## src/rtl/adc_pkg.sv

```systemverilog
// ============================================================================
// adc_pkg : shared constants and types for the ADC data path
// Rev 1.0 : initial release
// ============================================================================
`default_nettype none

package adc_pkg;

   localparam int ADC_DW           = 16;
   localparam int ADC_AVG_LOG2_MAX = 8;

   typedef enum logic [0:0] {
      ST_EMPTY = 1'b0,
      ST_FULL  = 1'b1
   } adc_avg_st_t;

   // Sample counter width; a single-sample window still needs one bit.
   function automatic int avg_cnt_w(input int log2);
      return (log2 < 1) ? 1 : log2;
   endfunction

endpackage

`default_nettype wire

```

## src/rtl/adc_avg_minmax.sv

```systemverilog
// ============================================================================
// adc_avg_minmax : running per-window minimum / maximum tracker
// Rev 1.0 : initial release
// ============================================================================
`default_nettype none

module adc_avg_minmax
   import adc_pkg::*;
#(
   parameter int DW = ADC_DW
) (
   input  logic          clk,
   input  logic          rst_n,
   input  logic          start_i,
   input  logic          sample_i,
   input  logic [DW-1:0] din_i,
   output logic [DW-1:0] min_o,
   output logic [DW-1:0] max_o
);

   logic [DW-1:0] run_min_q;
   logic [DW-1:0] run_max_q;

   // Outputs include the sample being presented, so the window's last sample counts.
   always_comb begin
      min_o = run_min_q;
      max_o = run_max_q;
      if (sample_i) begin
         if (din_i < run_min_q) min_o = din_i;
         if (din_i > run_max_q) max_o = din_i;
      end
   end

   always_ff @(posedge clk or negedge rst_n) begin
      if (!rst_n) begin
         run_min_q <= {DW{1'b1}};
         run_max_q <= '0;
      end else if (start_i) begin
         run_min_q <= {DW{1'b1}};
         run_max_q <= '0;
      end else if (sample_i) begin
         run_min_q <= min_o;
         run_max_q <= max_o;
      end
   end

endmodule

`default_nettype wire

```

## src/rtl/adc_avg.sv

```systemverilog
// ============================================================================
// adc_avg : boxcar average over 2^AVG_LOG2 samples with valid/ready output
//           and sticky overrun; optional window min/max via ADC_AVG_MINMAX_EN
// Rev 1.0 : initial release
// ============================================================================
`default_nettype none

module adc_avg
   import adc_pkg::*;
#(
   parameter int DW       = ADC_DW,
   parameter int AVG_LOG2 = 3
) (
   input  logic          clk,
   input  logic          rst_n,
   input  logic [DW-1:0] din,
   input  logic          din_vld,
   input  logic          clr,
   output logic [DW-1:0] dout,
   output logic          dout_vld,
   input  logic          dout_rdy,
   output logic          ovr
`ifdef ADC_AVG_MINMAX_EN
   ,
   output logic [DW-1:0] dmin,
   output logic [DW-1:0] dmax
`endif
);

   localparam int AW   = DW + AVG_LOG2;
   localparam int CW   = avg_cnt_w(AVG_LOG2);
   localparam int HALF = (1 << AVG_LOG2) >> 1;
   localparam logic [CW-1:0] CNT_LAST = CW'((1 << AVG_LOG2) - 1);

   if (AVG_LOG2 < 0 || AVG_LOG2 > ADC_AVG_LOG2_MAX) begin : g_bad_log2
      $error("adc_avg: AVG_LOG2 out of range");
   end

   adc_avg_st_t   st_q, st_d;
   logic [AW-1:0] acc_q, acc_d;
   logic [CW-1:0] cnt_q, cnt_d;
   logic [DW-1:0] dout_q, dout_d;
   logic          ovr_q, ovr_d;

   logic [AW-1:0] acc_sum;
   logic [AW-1:0] acc_rnd;
   logic [DW-1:0] res;
   logic          win_done;
   logic          xfer;
   logic          load;

   // The window sum can never exceed N*(2^DW-1), so rounding fits in AW bits.
   assign acc_sum  = acc_q + AW'(din);
   assign acc_rnd  = acc_sum + AW'(HALF);
   assign res      = DW'(acc_rnd >> AVG_LOG2);
   assign win_done = din_vld && (cnt_q == CNT_LAST);
   assign xfer     = (st_q == ST_FULL) && dout_rdy;

   always_comb begin
      acc_d = acc_q;
      cnt_d = cnt_q;
      if (clr) begin
         acc_d = '0;
         cnt_d = '0;
      end else if (din_vld) begin
         if (win_done) begin
            acc_d = '0;
            cnt_d = '0;
         end else begin
            acc_d = acc_sum;
            cnt_d = cnt_q + CW'(1);
         end
      end
   end

   always_comb begin
      st_d   = st_q;
      ovr_d  = ovr_q;
      load   = 1'b0;
      if (clr) begin
         st_d  = ST_EMPTY;
         ovr_d = 1'b0;
      end else begin
         case (st_q)
            ST_EMPTY: begin
               if (win_done) begin
                  st_d = ST_FULL;
                  load = 1'b1;
               end
            end
            ST_FULL: begin
               if (win_done && xfer) begin
                  load = 1'b1;
               end else if (win_done) begin
                  ovr_d = 1'b1;
               end else if (xfer) begin
                  st_d = ST_EMPTY;
               end
            end
            default: st_d = ST_EMPTY;
         endcase
      end
      dout_d = load ? res : dout_q;
   end

   always_ff @(posedge clk or negedge rst_n) begin
      if (!rst_n) begin
         st_q   <= ST_EMPTY;
         acc_q  <= '0;
         cnt_q  <= '0;
         dout_q <= '0;
         ovr_q  <= 1'b0;
      end else begin
         st_q   <= st_d;
         acc_q  <= acc_d;
         cnt_q  <= cnt_d;
         dout_q <= dout_d;
         ovr_q  <= ovr_d;
      end
   end

   assign dout     = dout_q;
   assign dout_vld = (st_q == ST_FULL);
   assign ovr      = ovr_q;

`ifdef ADC_AVG_MINMAX_EN
   logic [DW-1:0] win_min;
   logic [DW-1:0] win_max;
   logic [DW-1:0] dmin_q;
   logic [DW-1:0] dmax_q;

   adc_avg_minmax #(
      .DW (DW)
   ) u_minmax (
      .clk      (clk),
      .rst_n    (rst_n),
      .start_i  (clr || win_done),
      .sample_i (din_vld && !clr),
      .din_i    (din),
      .min_o    (win_min),
      .max_o    (win_max)
   );

   always_ff @(posedge clk or negedge rst_n) begin
      if (!rst_n) begin
         dmin_q <= {DW{1'b1}};
         dmax_q <= '0;
      end else if (load) begin
         dmin_q <= win_min;
         dmax_q <= win_max;
      end
   end

   assign dmin = dmin_q;
   assign dmax = dmax_q;
`endif

endmodule

`default_nettype wire

```

## config.mk

```make
export PLATFORM = sky130hd
export DESIGN_NAME = adc_avg
export DESIGN_NICKNAME = d
export VERILOG_FILES = /design/src/rtl/adc_pkg.sv /design/src/rtl/adc_avg_minmax.sv /design/src/rtl/adc_avg.sv
export SDC_FILE = /design/constraint.sdc
export NUM_CORES = 1
export LEC_CHECK = 0
export CAP_MARGIN = 20
export CORE_ASPECT_RATIO = 0.5
export CORE_MARGIN = 4
export CORE_UTILIZATION = 40
export DETAILED_ROUTE_END_ITERATION = 7
export GPL_TIMING_DRIVEN = 1
export PLACE_DENSITY = 0.58
export SYNTH_ARGS = -nofsm -noshare
export SYNTH_HDL_FRONTEND = slang
export SYNTH_SLANG_ARGS = --single-unit
export TNS_END_PERCENT = 20
```

## constraint.sdc

```tcl
create_clock -name clk -period 6.3 [get_ports clk]
set_input_delay 1.26 -clock clk [delete_from_list [all_inputs] [get_ports clk]]
set_output_delay 1.26 -clock clk [all_outputs]
set_load 0.02 [all_outputs]
```

==> results of run 1 <==
[worst paths after layout]
kind | from | end | slack, ps | depth (start not counted)
setup / recovery | din[0] | dout[12]$_DFFE_PN0P_ | 2140 | 11
hold / removal | acc_q[15]$_DFFE_PN0P_ | acc_q[15]$_DFFE_PN0P_ | 480 | 2
setup reg to reg | acc_q[0]$_DFFE_PN0P_ | dout[12]$_DFFE_PN0P_ | 3140 | 10
hold reg to reg | acc_q[15]$_DFFE_PN0P_ | acc_q[15]$_DFFE_PN0P_ | 480 | 2
max in group asynchronous | rst_n | cnt_q[2]$_DFFE_PN0P_ | 4570 | 1
min in group asynchronous | rst_n | acc_q[18]$_DFFE_PN0P_ | 1120 | 1
[stage by stage]
stage / cells / total power [W] / area, sq um / utilization
2_1_floorplan: 314 / 0.000521 / 2810 / -
3_3_place_gp: 429 / 0.000597 / 3250 / 0.482
3_5_place_dp: 429 / 0.000600 / 3250 / 0.482
4_1_cts: 437 / 0.000897 / 3420 / 0.506
5_1_grt: 437 / 0.000950 / 3420 / 0.506
6_report: 437 / 0.000889 / 3420 / 0.506
[power by group through the flow]
stage | Combinational [W] | Sequential [W] | Clock, W
after floorplan | 0.000235 | 0.000286 | 0
after global placement | 0.000308 | 0.000289 | 0
after detailed placement | 0.000311 | 0.000289 | 0
after CTS | 0.000313 | 0.000285 | 0.000299
after global routing | 0.000350 | 0.000287 | 0.000313
final | 0.000313 | 0.000284 | 0.000292
[cells in the mapped netlist (2+ instances only)]
cell type,count
nand2_1,45
dfrtp_1,40
o21ai_0,29
ha_1,19
a21oi_1,18
nor2_1,18
clkbuf_1,16
a22o_1,12
xnor2_1,11
xor2_1,11
nand4_1,8
nand3_1,7
and3_1,6
nor3_1,6
a21o_1,4
and2_1,4
nor2b_1,4
a21boi_0,3
mux2i_1,3
nand3b_1,3
o21a_1,3
o221ai_1,3
a211oi_2,2
inv_1,2
nand4b_1,2
nor3b_1,2
nor4_1,2
o31ai_1,2
or3_1,2
[per-layer routing]
layer | global-route usage | up-vias | wire length, um
li1 | - | 1218 | -
met1 | 0.231 | 1224 | 3370
met2 | 0.303 | 40 | 3190
met3 | 0.0403 | 11 | 299
met4 | 0.0561 | 0 | 109
met5 | 0 | - | 0
[worst max-delay path, cell delays in order]
cell and delay (ps):
clkdlybuf4s50_1 400, ha_1 230, fa_1 430, a211oi_2 350, o31ai_4 170, a21boi_0 310, xnor2_2 210, nand4b_1 290
nor4_1 390, xor2_1 180, o21ai_0 80
[layout make-up]
type                    instances  area [sq um]
clock buffers                   6           129
clock inverters                 2          35.0
fillers                       655          3330
inverters                       2          7.51
multi-input cells             256          1750
flip-flops and latches         40          1000
well taps                      92           115
repair buffers                 39           383
[cells by family (layout without fill, tap and decap cells)]
kind of cell | count (synthesis) | in the layout | synth area share
simple gates | 117 | 117 | 0.216
buf+inv | 18 | 49 | 0.0240
flops | 40 | 40 | 0.356
mux | 4 | 4 | 0.0147
xor+xnor | 23 | 23 | 0.0743
compound gates | 92 | 92 | 0.224
fa+ha+maj | 20 | 20 | 0.0916
[state kept, by name (all words and copies together) (netlist names)]
register	cells
dout_vld	1
acc_q	19
ovr	1
cnt_q	3
dout	16
==> flow_summary.ini, run 1 <==
[placed_design]
gp_congestion = 0.836
pre_cts_ws_ps = 1830
dp_hpwl_mm = 5.25
io_buffers = 38

[critical_path]
crit_type = in2reg
worstSetupStartpointType = primary input
worstPathArrival_ps = 4300
required_ps = 6440
cp-end-kind = register
critPathMaxFanout = 6

[floorplanning]
row_count = 21
die_w_um = 127
die_h_um = 67.3
die-area_sq_um = 8520
io-pin-count = 39
start_util = 0.417
core_sq_um = 6750

[detailed_routing]
drt_wl_total_mm = 6.96
viasPerCell = 5.70
ant_nets = 0
drt_iter0_markers = 100
drc = 0
wl_per_cell_um = 15.9
vias = 2493
drt-pass1-iter-count = 4

[cts]
cts-resized-gates = 0
tritoncts = done
postCtsSetupBuffers = 0
cts-buffers-inserted = 5
cts_buffer_depth = 2
htree_levels = 2
cts_hold_buf = 0
root_buffer = clkbuf_16
numClockSinks = 40
cts.clk_slew.worst_paths_ps = 60
insertion_delay_ps = 290

[yosys]
yosysTopAreaCell = dfrtp_1
synth_edf_count = 0
syn_area_per_cell_sq_um = 8.96
yosysWarningCount = 0
async_flop_share = 1.00
synth_top_area_share = 0.356
seq_area_frac_synth = 0.356
syn-cell-area_sq_um = 2810
synthFlopType = dfrtp_1
yosys_register_bits = 40
synthDistinctLibCells = 56
synth_nets = 355
synth_top_cells_by_area = dfrtp_1 (36%), ha_1 (8.4%), nand2_1 (6.0%)
synthCells = 314

[hold_path]
holdCritPathClass = reg2reg

[global_route]
grt_pass1_wl_mm = 12.0
antenna_found_initial = 0
grt_pass1_vias = 2510
globalRoute.totalOverflow = 0
grt_usage = 0.178
grt_max_degree = 41

[timing]
slew_viol_final = 0
setup_slack_ps = 2140
max_slew_margin = 0.350
max_freq_ghz = 0.240
rsz0062_at_grt = false
finalHoldViolations = 0
final.min_clock_period_ps = 4160
max_slew.worst_pin.slew_ps = 974
setup_viol = 0
fin_skew_ps = 3.92
fin_crit_sh = 0.661
setup-tns-final_ps = 0
fin_hold_ws_ps = 483

[power_and_ir_drop]
vdd_ir_drop_max_uv = 118
sw_frac_of_total = 0.344
pwr-share-comb = 0.352
power.density_nw_per_um2 = 260
p_switching_w = 0.000306
seqPwrFrac = 0.320
leakage_nw = 1.48
p_int_w = 0.000584
clkPwrFrac = 0.328

[cells_and_area]
final_common_cell = nand2_1
diodes = 0
area_growth_pct = 21.5
drive_above_1_share = 0.0667
final_nets = 385
final_cell_mix = nand2_1 (45), dfrtp_1 (40), clkdlybuf4s50_1 (37)

[job]
max-cap-violations = 0

[outcome]
outcome = completed
No activity file was read; power rests on OpenSTA's default activity.
==> run 2: changes to the inputs <==
PLACE_DENSITY = 0.61   (was 0.58)
clock period = 3.8 ns   (was 6.3 ns; I/O delays follow)
==> flow_summary.ini, run 2 (synthesized netlist as in run 1, its figures left out) <==
[outcome]
outcome = completed

[timing]
final.min_clock_period_ps = 3550
slew_viol_final = 0
max_slew_margin = 0.367
setup_viol = 0
setup_slack_ps = 251
fin_crit_sh = 0.934
fin_hold_ws_ps = 475
max_freq_ghz = 0.282
rsz0062_at_grt = false
max_slew.worst_pin.slew_ps = 950
finalHoldViolations = 0
fin_skew_ps = 5.00

[power_and_ir_drop]
sw_frac_of_total = 0.337
pwr-share-comb = 0.374
vdd_ir_drop_max_uv = 237
p_switching_w = 0.000536
leakage_nw = 1.58
power.density_nw_per_um2 = 445
clkPwrFrac = 0.330
p_int_w = 0.00106
seqPwrFrac = 0.297

[critical_path]
reg2reg_from = acc_q[0]$_DFFE_PN0P_
cp-end-kind = register
crit_type = in2reg
worstPathArrival_ps = 3720
required_ps = 3970
max_stage_delay_ps = 420
startpoint = din[0]
critPathMaxFanout = 6
path_cells = clkdlybuf4s50_1 -> ha_1 -> fa_1 -> a211oi_2 -> o31ai_4 -> a41oi_1 -> xor2_1 -> nand3b_1 -> nor4_2 -> xnor2_1 -> mux2_2
cp_slowest_cell = fa_1
worstSetupStartpointType = primary input
r2r_setup_slack_ps = 770

[cells_and_area]
largest_reg_flops = 19
final_common_cell = nand2_1
area_growth_pct = 27.1
drive_above_1_share = 0.115
fill_cells = 647
final_cell_mix = nand2_1 (45), dfrtp_1 (40), clkdlybuf4s50_1 (37)
diodes = 0
stdcell_area_sq_um = 3580
final_nets = 404
top_register = acc_q

[cts]
htree_levels = 2
cts.clk_slew.worst_paths_ps = 60
tritoncts = done
insertion_delay_ps = 290
cts-resized-gates = 0
root_buffer = clkbuf_16
cts_hold_buf = 0
postCtsSetupBuffers = 0
cts-buffers-inserted = 5
cts_buffer_depth = 2
numClockSinks = 40

[global_route]
use_met1 = 0.282
met3_usage = 0.0450
antenna_found_initial = 0
grt_max_degree = 41
grt_pass1_wl_mm = 12.8
busiest_layer = met2
use_met2 = 0.286
globalRoute.totalOverflow = 0
grt_usage = 0.193
grt_pass1_vias = 2494

[detailed_routing]
vias = 2541
ant_nets = 0
drc = 0
drt_wl_total_mm = 7.62
drt_iter0_markers = 125
drt-pass1-iter-count = 4
viasPerCell = 5.57
wl_per_cell_um = 16.7

[placed_design]
dp_hpwl_mm = 5.83
gp_congestion = 0.876
pre_cts_ws_ps = -20.8
dpl_cell_area_sq_um = 3390
io_buffers = 38

[job]
max-cap-violations = 0

[floorplanning]
die_h_um = 67.3
die_w_um = 127
core_sq_um = 6750
row_count = 21
die-area_sq_um = 8520
io-pin-count = 39
start_util = 0.417

[hold_path]
holdCritPathClass = reg2reg
worstHoldStart = dout[0]$_DFFE_PN0P_
[run 2: cell count changes in the layout (fill, tap and decap cells not counted), sizes merged]
cell	delta
buf	+19
clkbuf	+1
clkinv	-1
[run 2: path summary, 6_finish.rpt]
kind                                         to  depth (start not counted)
max                        dout[13]$_DFFE_PN0P_                         11
min                         dout[0]$_DFFE_PN0P_                          2
max reg2reg                dout[13]$_DFFE_PN0P_                         10
min reg2reg                 dout[0]$_DFFE_PN0P_                          2
max in group asynchronous  dout[14]$_DFFE_PN0P_                          1
min in group asynchronous   dout[1]$_DFFE_PN0P_                          1
[run 2: power by group through the flow]
| stage | logic [W] | registers, W | clock network (W) |
|---|---|---|---|
| after floorplan | 0.000390 | 0.000474 | 0 |
| after CTS | 0.000593 | 0.000473 | 0.000528 |
| after global placement | 0.000585 | 0.000479 | 0 |
| final | 0.000595 | 0.000472 | 0.000525 |
| after global routing | 0.000658 | 0.000476 | 0.000549 |
| after detailed placement | 0.000588 | 0.000480 | 0 |
[run 2: metrics by stage]
step / setup TNS [ps] / utilization / power [W] / cells
after floorplan: 0 / - / 0.000864 / 314
after global placement: 0 / 0.503 / 0.00106 / 448
after detailed placement: -32.4 / 0.503 / 0.00107 / 448
after CTS: 0 / 0.530 / 0.00159 / 456
after global routing: 0 / 0.530 / 0.00168 / 456
final: 0 / 0.530 / 0.00159 / 456
[run 2: cell type report]
cell class	instances	area, sq um	area share
multi-input cells	256	1750	0.488
flip-flops and latches	40	1000	0.280
repair buffers	58	526	0.147
clock buffers	7	153	0.0427
well taps	92	115	0.0322
clock inverters	1	30.0	0.00839
inverters	2	7.51	0.00210
[run 2: metal layers]
metal  share of wire  up-vias
li1                -     1260
met1            0.50     1209
met2            0.42       62
met3           0.071       10
met4           0.014        0
met5               0        -
[run 2: critical path, delay by kind of cell]
family	cells	cell delay, ps
compound gates	3	880
fa+ha+maj	2	640
simple gates	2	530
buf+inv	1	400
mux	1	260
xor+xnor	2	250
